## src/rtl/ibex_qed_pkg.sv

```systemverilog
// Shared types, opcode constants and decode helpers for the QED duplicate scheduler.
package ibex_qed_pkg;

    typedef enum logic [1:0] {
        QedIdle = 2'd0,
        QedOrig = 2'd1,
        QedDup  = 2'd2
    } qed_state_e;

    localparam logic [6:0]  OPC_OP         = 7'b0110011;
    localparam logic [6:0]  OPC_OP_IMM     = 7'b0010011;
    localparam logic [6:0]  OPC_LUI        = 7'b0110111;
    localparam logic [31:0] QED_NOP        = 32'h00000013;
    localparam logic [4:0]  DUP_REG_OFFSET = 5'b10000;

    // Bit 4 of every register field the opcode actually uses (rd, rs1, rs2).
    function automatic logic [31:0] qed_used_msb_mask(input logic [6:0] opcode);
        logic [31:0] mask;
        mask = '0;
        case (opcode)
            OPC_OP:     mask = (32'h1 << 11) | (32'h1 << 19) | (32'h1 << 24);
            OPC_OP_IMM: mask = (32'h1 << 11) | (32'h1 << 19);
            OPC_LUI:    mask = (32'h1 << 11);
            default:    mask = '0;
        endcase
        return mask;
    endfunction

    // Supported = known opcode and every used register field in x0..x15.
    function automatic bit qed_supported(input logic [31:0] instr);
        logic known;
        known = (instr[6:0] == OPC_OP) || (instr[6:0] == OPC_OP_IMM) || (instr[6:0] == OPC_LUI);
        return known && ((instr & qed_used_msb_mask(instr[6:0])) == 32'h0);
    endfunction

    // Move each used nonzero register field into the upper register half; x0 stays x0.
    function automatic logic [31:0] qed_remap(input logic [31:0] instr);
        logic [31:0] mask;
        logic [31:0] res;
        mask = qed_used_msb_mask(instr[6:0]);
        res  = instr;
        if (mask[11] && (instr[11:7]  != 5'd0)) res[11:7]  = instr[11:7]  | DUP_REG_OFFSET;
        if (mask[19] && (instr[19:15] != 5'd0)) res[19:15] = instr[19:15] | DUP_REG_OFFSET;
        if (mask[24] && (instr[24:20] != 5'd0)) res[24:20] = instr[24:20] | DUP_REG_OFFSET;
        return res;
    endfunction

endpackage

```

## src/rtl/ibex_qed_instr_fifo.sv

```systemverilog
// Circular instruction buffer holding original instructions until they are replayed.
module ibex_qed_instr_fifo #(
    parameter int unsigned Depth = 4,
    localparam int unsigned AddrW = $clog2(Depth)
) (
    input  logic           clk_i,
    input  logic           rst_ni,
    input  logic           push_i,
    input  logic [31:0]    data_i,
    input  logic           pop_i,
    output logic           full_o,
    output logic           empty_o,
    output logic [31:0]    head_o,
    output logic [AddrW:0] count_o
);

    localparam logic [AddrW:0] FullCnt = (AddrW + 1)'(Depth);

    logic [31:0]    mem [Depth];
    logic [AddrW:0] wr_ptr;
    logic [AddrW:0] rd_ptr;

    // Pointers carry one extra wrap bit so full and empty are distinguishable.
    always_ff @(posedge clk_i or negedge rst_ni) begin
        if (!rst_ni) begin
            wr_ptr <= '0;
            rd_ptr <= '0;
        end else begin
            // NOTE: sequential state uses non-blocking assignments so every register samples pre-edge values.
            if (push_i && !full_o) wr_ptr <= wr_ptr + 1'b1;
            if (pop_i && !empty_o) rd_ptr <= rd_ptr + 1'b1;
        end
    end

    // Storage array; contents are don't-care until written.
    // NOTE: the data array is deliberately not reset; clearing the pointers is enough to discard it.
    always_ff @(posedge clk_i) begin
        if (push_i && !full_o) mem[wr_ptr[AddrW-1:0]] <= data_i;
    end

    assign count_o = wr_ptr - rd_ptr;
    assign full_o  = (count_o == FullCnt);
    assign empty_o = (wr_ptr == rd_ptr);
    assign head_o  = mem[rd_ptr[AddrW-1:0]];

endmodule

```

## src/rtl/ibex_qed_dup_scheduler.sv

```systemverilog
// Symbolic-QED scheduler: forwards originals, records them, replays remapped duplicates
// and counts register-file commits of both halves.
module ibex_qed_dup_scheduler
    import ibex_qed_pkg::*;
#(
    parameter int unsigned Depth    = 4,
    parameter int unsigned CntWidth = 16
) (
    input  logic                clk_i,
    input  logic                rst_ni,
    input  logic                qed_en_i,
    input  logic                exec_dup_i,
    input  logic [31:0]         instr_i,
    input  logic                instr_valid_i,
    output logic                instr_ready_o,
    output logic [31:0]         qed_instr_o,
    output logic                qed_valid_o,
    input  logic                qed_ready_i,
    output logic                qed_vld_o,
    output logic                qed_is_dup_o,
    input  logic                commit_we_i,
    input  logic [4:0]          commit_waddr_i,
    input  logic                commit_qed_i,
    output logic [CntWidth-1:0] num_orig_o,
    output logic [CntWidth-1:0] num_dup_o,
    output logic                qed_ready_o
);

    localparam int unsigned FifoCntW = $clog2(Depth) + 1;
    localparam logic [FifoCntW-1:0] AlmostFullCnt = FifoCntW'(Depth - 1);
    localparam logic [FifoCntW-1:0] OneCnt        = FifoCntW'(1);

    qed_state_e          state_q;
    logic                fifo_full;
    logic                fifo_empty;
    logic [31:0]         fifo_head;
    logic [FifoCntW-1:0] fifo_count;
    logic                supported;
    logic                push;
    logic                pop;

    assign supported = qed_supported(instr_i);

    // Handshake and instruction mux for bypass, original and duplicate phases.
    always_comb begin
        // NOTE: every output gets a default first so no path through the case infers a latch.
        qed_instr_o   = instr_i;
        qed_valid_o   = instr_valid_i;
        instr_ready_o = qed_ready_i;
        qed_vld_o     = 1'b0;
        qed_is_dup_o  = 1'b0;
        case (state_q)
            QedOrig: begin
                qed_instr_o   = supported ? instr_i : QED_NOP;
                qed_valid_o   = instr_valid_i & ~fifo_full;
                instr_ready_o = qed_ready_i & ~fifo_full;
                qed_vld_o     = 1'b1;
            end
            QedDup: begin
                qed_instr_o   = qed_remap(fifo_head);
                qed_valid_o   = ~fifo_empty;
                instr_ready_o = 1'b0;
                qed_vld_o     = 1'b1;
                qed_is_dup_o  = 1'b1;
            end
            default: ;
        endcase
    end

    assign push = (state_q == QedOrig) & instr_valid_i & instr_ready_o & supported;
    assign pop  = (state_q == QedDup) & qed_valid_o & qed_ready_i;

    ibex_qed_instr_fifo #(
        .Depth (Depth)
    ) u_fifo (
        .clk_i   (clk_i),
        .rst_ni  (rst_ni),
        .push_i  (push),
        .data_i  (instr_i),
        .pop_i   (pop),
        .full_o  (fifo_full),
        .empty_o (fifo_empty),
        .head_o  (fifo_head),
        .count_o (fifo_count)
    );

    // Phase sequencing: bypass -> originals -> duplicates drained -> originals or bypass.
    always_ff @(posedge clk_i or negedge rst_ni) begin
        if (!rst_ni) begin
            state_q <= QedIdle;
        end else begin
            case (state_q)
                QedIdle: begin
                    if (qed_en_i) state_q <= QedOrig;
                end
                QedOrig: begin
                    if ((push && (fifo_count == AlmostFullCnt)) ||
                        (exec_dup_i && (push || !fifo_empty))) begin
                        state_q <= QedDup;
                    end else if (!qed_en_i && fifo_empty && !push) begin
                        state_q <= QedIdle;
                    end
                end
                QedDup: begin
                    if (pop && (fifo_count == OneCnt)) begin
                        state_q <= qed_en_i ? QedOrig : QedIdle;
                    end
                end
                default: state_q <= QedIdle;
            endcase
        end
    end

    // Commit counters split by destination register half; x0 writes count nowhere.
    always_ff @(posedge clk_i or negedge rst_ni) begin
        if (!rst_ni) begin
            num_orig_o <= '0;
            num_dup_o  <= '0;
        end else if (commit_we_i && commit_qed_i) begin
            if (commit_waddr_i[4]) begin
                num_dup_o <= num_dup_o + CntWidth'(1);
            end else if (commit_waddr_i != 5'd0) begin
                num_orig_o <= num_orig_o + CntWidth'(1);
            end
        end
    end

    assign qed_ready_o = (num_orig_o == num_dup_o) && (num_orig_o != '0) &&
                         (state_q == QedOrig) && fifo_empty;

endmodule

```

## config.mk

```make
export PLATFORM = sky130hd
export DESIGN_NAME = ibex_qed_dup_scheduler
export DESIGN_NICKNAME = d
export VERILOG_FILES = /design/src/rtl/ibex_qed_pkg.sv /design/src/rtl/ibex_qed_instr_fifo.sv /design/src/rtl/ibex_qed_dup_scheduler.sv
export SDC_FILE = /design/constraint.sdc
export NUM_CORES = 1
export LEC_CHECK = 0
export CORE_MARGIN = 5
export CORE_UTILIZATION = 35
export CTS_CLUSTER_DIAMETER = 120
export DETAILED_ROUTE_END_ITERATION = 10
export SYNTH_ARGS = -nofsm -noshare
export SYNTH_HDL_FRONTEND = slang
export SYNTH_SLANG_ARGS = --single-unit
```

## constraint.sdc

```tcl
create_clock -name clk_i -period 3.6 [get_ports clk_i]
set_clock_uncertainty 0.05 [all_clocks]
set_input_delay 0.72 -clock clk_i [delete_from_list [all_inputs] [get_ports clk_i]]
set_output_delay 0.72 -clock clk_i [all_outputs]
set_load 0.01 [all_outputs]
```

==> summary.txt, run 1 <==
Outcome
  – Run status: finished clean

Synth
  – Count of yosys warnings during synthesis: 0
  – Primary FF master, synth: edfxtp_1
  – Cell types occupying the most area after synthesis: edfxtp_1 (52%), dfrtp_1 (14%), mux4_2 (9.8%), xnor2_1 (4.3%), a22o_1 (3.1%)
  – Number of flops mapped to enable cells by yosys: approximately 130
  – Cell area after synthesis: about 0.0073 mm2
  – Library cell with the highest instance count after synthesis: edfxtp_1
  – Async set-reset flop share out of synthesis: 0.238
  – Number of distinct library cells after synthesis: 46
  – Share of the yosys chip area belonging to registers: 0.662
  – Top-area cell type share of the netlist area: 0.525
  – Synth area leader: edfxtp_1
  – Synth cell count leaders: edfxtp_1 (128), dfrtp_1 (40), xnor2_1 (36)
  – Number of cells produced by synthesis: between 400 and 500
  – Average cell area after synthesis: 16.2 um2
  – Number of synthesized register bits: 168
  – Net Count, Synth: 511

STA
  – Slew Limit Fails: 0
  – Worst Hold Margin: about 0.38 ns
  – Timing-limited maximum frequency: roughly 280 MHz
  – Setup ws final: 0.0821 ns
  – Minimum clock period: 3.52 ns
  – Total negative setup slack: 0 ns
  – Transition time at the pin with the least slew margin: approximately 0.92 ns
  – Hold Fails Final Rpt: 0
  – Headroom to the max-slew limit: 0.387
  – Total setup violations reported at the end of the flow: 0
  – Setup repair after global routing missed its margin: yes
  – Portion of the clock cycle consumed by the worst path in the final layout: 0.977

Floorplanning
  – Chip height: about 150 um
  – Die Width: approximately 150 um
  – Area of the core region: 0.0208 mm2
  – I/O pins: 114
  – Starting density of the core: 0.352
  – Die footprint: about 0.024 mm2
  – Std-Cell Rows: 53

Cells and area
  – Inserted Diodes: 0
  – # nets final: 660
  – Fillcell total: around 1,900
  – Growth of design area from synthesis to finish: 33.1%
  – Final standard cell utilization of the core: 0.468
  – Layout cells sized above 1: 0.189

Worst setup path
  – Crit path kind: register to output port
  – Largest fanout of any net on the critical path: 5
  – Required time at the worst-slack endpoint: between 2 and 3 ns
  – Kind of end point of the critical path: output port
  – Launching element type of the critical path: register
  – Data arrival time at the worst-slack endpoint: roughly 2.8 ns

Clock network
  – Number of buffers inserted for hold repair after clock tree synthesis: 0
  – CTS clock-pin slew for the worst setup and hold paths: 0.07 ns
  – Number of buffers created by CTS: 17
  – Number of buffers between clock root and the deepest sink: 2
  – Clock tree from TritonCTS: yes
  – Clk root buf: clkbuf_16
  – CTS sink count: between 150 and 200
  – Deepest level of the CTS H-tree: 4
  – Clock latency of the later-clocked register in the worst-skew pair: between 0.4 and 0.5 ns

Power and ir drop
  – Power per standard cell area: around 700 mW/mm2
  – Static leakage power: approximately 3.6 nW
  – Worst IR drop on VDD: ~0.32 mV

Placement
  – Setup Slack @ Placement: -0.299 ns
  – Port Buffer Count: 113
  – Half-perimeter wire length after detailed placement: roughly 12 mm
  – Final weighted congestion in routability-driven placement: about 0.84

GRT
  – Global router's overall resource usage: 0.149
  – Remaining global-route overflow: 0
  – First-pass GRT wire length: 27.7 mm
  – Pin count of the biggest net entering global routing: approximately 40
  – Initial antenna violation count: 0
  – Vias in the first global route: 4,929

Routing
  – DRC violation total after the first TritonRoute iteration: about 290
  – Remaining routing DRC violations: 0
  – Mean routed wirelength per cell: 19.5 um
  – Count of nets left with antenna violations after detail routing: 0
  – Iteration count of the initial detailed-routing pass: 5
  – DR vias/cell: 5.11
  – Overall routed net length: about 17 mm
  – Via count: about 4,500

Flow run
  – Reported max-cap violation count: 0

Min path
  – Hold crit path type: input port to async pin
==> metrics by stage <==
step | instances | area (um2) | total power, W
after global placement | 850 | 9020 | 0.00493
after CTS | 887 | 9710 | 0.00684
after detailed placement | 850 | 9020 | 0.00496
after global routing | 888 | 9750 | 0.00714
after floorplan | 451 | 7320 | 0.00376
final | 888 | 9750 | 0.00678
==> area by class of cell <==
cell class | instances | area (um2) | area share
Timing Repair Buffer | 149 | 1470 | 0.151
Clock buffer | 17 | 425 | 0.0436
Multi-Input combinational cell | 251 | 2420 | 0.248
Tap cell | 275 | 344 | 0.0353
Sequential cell | 168 | 4850 | 0.497
Inverter | 13 | 48.8 | 0.00501
Clock inverter | 15 | 190 | 0.0195
==> layer usage <==
layer  vias up  GRT usage  wire length (um)
li1       2061          -                 -
met1      2311      0.201              7720
met2       151      0.236              8250
met3        15     0.0464              1200
met4         0     0.0362               160
met5         -          0                 0
==> cell usage in the layout (no fill, tap or decap), drive strengths merged, types with 7 or more instances in the layout <==
cell type / instances
a22o: 26
and2: 8
buf: 36
clkbuf: 18
clkdlybuf4s50: 84
dfrtp: 40
dlygate4sd2: 26
edfxtp: 128
ha: 14
inv: 18
mux4: 32
nand2: 21
nand3: 15
nand4: 11
nor2: 10
nor3: 7
nor4: 8
xnor2: 36
xor2: 15
==> path summary, 6_finish.rpt <==
check,startpoint,end,slack [ns],cells past startpoint
setup / recovery,u_fifo.wr_ptr[0],qed_valid_o,0.08,8
hold / removal,rst_ni,num_orig_o[1],0.38,1
setup reg to reg,u_fifo.wr_ptr[0],state_q[0],0.51,9
hold reg to reg,u_fifo.wr_ptr[2],u_fifo.wr_ptr[2],0.48,1
max in group asynchronous,rst_ni,u_fifo.rd_ptr[1],2.48,1
min in group clk_i,u_fifo.wr_ptr[2],u_fifo.wr_ptr[2],0.48,1
==> power breakdown <==
part           switching, W  leakage, nW  internal (W)  total, W
Clock              0.000811        0.295       0.00105   0.00186
Sequential         0.000154         1.67       0.00217   0.00233
Combinational       0.00120         1.63       0.00139   0.00259
==> what timing repair did <==
item	in CTS	in global routing
setup endpoints to repair	30	17
gates resized for setup	39	7
gates cloned	1	0
buffers inserted	4	1
endpoints found under the hold margin	0	0
pin swaps	0	1
==> cell families after synthesis <==
kind of cell,synth area share
muxes,0.103
and+or+nand+nor,0.0707
buffers and inverters,0.0171
xor gates and xnor gates,0.0643
adders and majority gates,0.0267
AOI/OAI and AO/OA,0.0562
DFF,0.662
==> state kept, by name, indices dropped and copies added, names as in the netlist <==
| register | count |
|---|---|
| u_fifo.wr_ptr | 3 |
| num_orig_o | 16 |
| u_fifo.rd_ptr | 3 |
| state_q | 2 |
| u_fifo.mem | 128 |
| num_dup_o | 16 |
==> critical path: stages (launching register included) <==
cell	delay, ns
dfrtp_1	0.38
inv_1	0.11
ha_1	0.21
fa_1	0.38
xor3_2	0.31
a31oi_1	0.23
a211oi_2	0.07
inv_1	0.10
clkdlybuf4s50_1	0.53
(Power assumes the default switching activity.)
==> run 2: changes to the inputs <==
==> constraint.sdc (replaced) <==
create_clock -name clk_i -period 3.6 [get_ports clk_i]
set_clock_uncertainty 0.05 [all_clocks]
set_input_delay 0.9 -clock clk_i [delete_from_list [all_inputs] [get_ports clk_i]]
set_output_delay 0.9 -clock clk_i [all_outputs]
set_load 0.01 [all_outputs]
==> summary.txt, run 2 (synthesized netlist as in run 1, its figures left out) <==
Worst setup path
  – Crit path kind: register to output port
  – Largest delay share family, worst path: adder cells
  – Worst reg2reg setup slack: 0.46 ns
  – Kind of end point of the critical path: output port
  – Origin of the critical flop-to-flop path: u_fifo.wr_ptr[0]
  – Largest fanout of any net on the critical path: 4
  – Crit path buf inv count: 3
  – Data arrival time at the worst-slack endpoint: around 2.5 ns
  – Required time at the worst-slack endpoint: about 2.7 ns
  – Cells along the critical path: inv_2, ha_1, fa_2, buf_4, and3_1, a221oi_2, dlygate4sd2_1
  – Largest stage delay on the critical path: 0.48 ns
  – CP startpoint: u_fifo.wr_ptr[0]
  – Capturing element of the worst setup path: instr_ready_o
  – Launching element type of the critical path: register
  – Depth of the worst register-to-register path: 12
  – Slowest cell on the critical path: fa_2
  – R2R Path End: u_fifo.mem[2][1]
  – Instance count on the critical path: 7

Cells and area
  – Most used cells in the layout excluding fill and tap cells: edfxtp_1 (128), clkdlybuf4s50_1 (72), buf_4 (40), dfrtp_1 (38), xnor2_1 (36)
  – Largest register FFs: approximately 130
  – Most common cell after layout, fill and taps aside: edfxtp_1
  – Layout cells sized above 1: 0.269
  – Growth of design area from synthesis to finish: 35.0%
  – Final cell count without fillers: ~910
  – Inserted Diodes: 0
  – # nets final: 679

Flow run
  – Reported max-cap violation count: 0

STA
  – Minimum clock period: ~3.5 ns
  – Headroom to the max-slew limit: 0.394
  – Total setup violations reported at the end of the flow: 0
  – Setup repair after global routing missed its margin: yes
  – Worst Hold Margin: approximately 0.49 ns
  – Slew Limit Fails: 0
  – Timing-limited maximum frequency: about 290 MHz
  – Portion of the clock cycle consumed by the worst path in the final layout: 0.969
  – Setup ws final: about 0.11 ns
  – Hold Fails Final Rpt: 0
  – Total negative setup slack: 0 ns
  – Transition time at the pin with the least slew margin: slightly above 0.9 ns

Floorplanning
  – Area of the core region: 0.0208 mm2
  – Std-Cell Rows: 53
  – Die footprint: about 0.024 mm2
  – Chip height: between 150 and 200 um
  – Die Width: about 150 um
  – I/O pins: around 110
  – Starting density of the core: 0.352

Routing
  – Count of nets left with antenna violations after detail routing: 0
  – Via count: between 4,000 and 5,000
  – Remaining routing DRC violations: 0
  – DRC violation total after the first TritonRoute iteration: 286
  – Mean routed wirelength per cell: 19.2 um
  – DR vias/cell: 5.08
  – Iteration count of the initial detailed-routing pass: 4
  – Overall routed net length: roughly 17 mm

GRT
  – Remaining global-route overflow: 0
  – First-pass GRT wire length: between 20 and 30 mm
  – Global router's overall resource usage: 0.150
  – Vias in the first global route: 5,011
  – Initial antenna violation count: 0
  – Pin count of the biggest net entering global routing: slightly above 40

Power and ir drop
  – Power per standard cell area: ~700 mW/mm2
  – Static leakage power: ~3.7 nW
  – Worst IR drop on VDD: around 0.33 mV

Clock network
  – Clk root buf: clkbuf_16
  – Number of buffers between clock root and the deepest sink: 2
  – Clock tree from TritonCTS: yes
  – CTS sink count: roughly 170
  – Clock latency of the later-clocked register in the worst-skew pair: between 0.4 and 0.5 ns
  – CTS clock-pin slew for the worst setup and hold paths: roughly 0.060 ns
  – Number of buffers inserted for hold repair after clock tree synthesis: 0
  – Number of buffers created by CTS: 17
  – Deepest level of the CTS H-tree: 4

Placement
  – Post-Place Cells: ~860
  – Half-perimeter wire length after detailed placement: roughly 12 mm
  – Setup Slack @ Placement: -0.828 ns
  – Port Buffer Count: 113
  – Final weighted congestion in routability-driven placement: ~0.79

Min path
  – Hold crit path type: register to register

Outcome
  – Run status: finished clean
run 2: final cells by class:
class,count,area (um2)
Clock inverter,15,155
Sequential cell,168,4850
Multi-Input combinational cell,251,2440
Inverter,13,48.8
Tap cell,275,344
Clock buffer,17,425
Timing Repair Buffer,168,1620
Fill cell,1840,10900
run 2: what timing repair did:
| item | CTS | global route |
|---|---|---|
| gates resized for setup | 129 | 17 |
| pin swaps | 6 | 6 |
| endpoints found under the setup margin | 30 | 24 |
| gates cloned | 3 | 0 |
| setup buffers | 9 | 5 |
run 2: routing by layer:
metal  GRT usage  wire length [um]
met5           0                 0
met4      0.0471               247
met3      0.0378               991
met2       0.251              8600
met1       0.193              7590
run 2: through the flow:
step	instance area, um2	utilization	power [W]
finish	9880	0.475	0.00694
global route	9880	0.475	0.00731
CTS	9840	0.473	0.00702
detailed placement	9100	0.437	0.00499
global placement	9100	0.437	0.00497
floorplan	7320	-	0.00376
run 2: worst min path at each step:
stage / start / to / slack (ns) / cells after the start
finish: u_fifo.wr_ptr[2] / u_fifo.wr_ptr[2] / 0.49 / 1
global route: u_fifo.wr_ptr[2] / u_fifo.wr_ptr[2] / 0.52 / 1
CTS: u_fifo.wr_ptr[2] / u_fifo.wr_ptr[2] / 0.50 / 1
detailed placement: u_fifo.wr_ptr[2] / u_fifo.wr_ptr[2] / 0.47 / 1
global placement: u_fifo.wr_ptr[2] / u_fifo.wr_ptr[2] / 0.46 / 1
floorplan: u_fifo.wr_ptr[2] / u_fifo.wr_ptr[2] / 0.43 / 1
run 2: report_power, final:
part / switching [W] / internal [W] / leakage (nW)
sequential: 0.000160 / 0.00217 / 1.67
combinational: 0.00126 / 0.00160 / 1.74
clock: 0.000822 / 0.000924 / 0.282
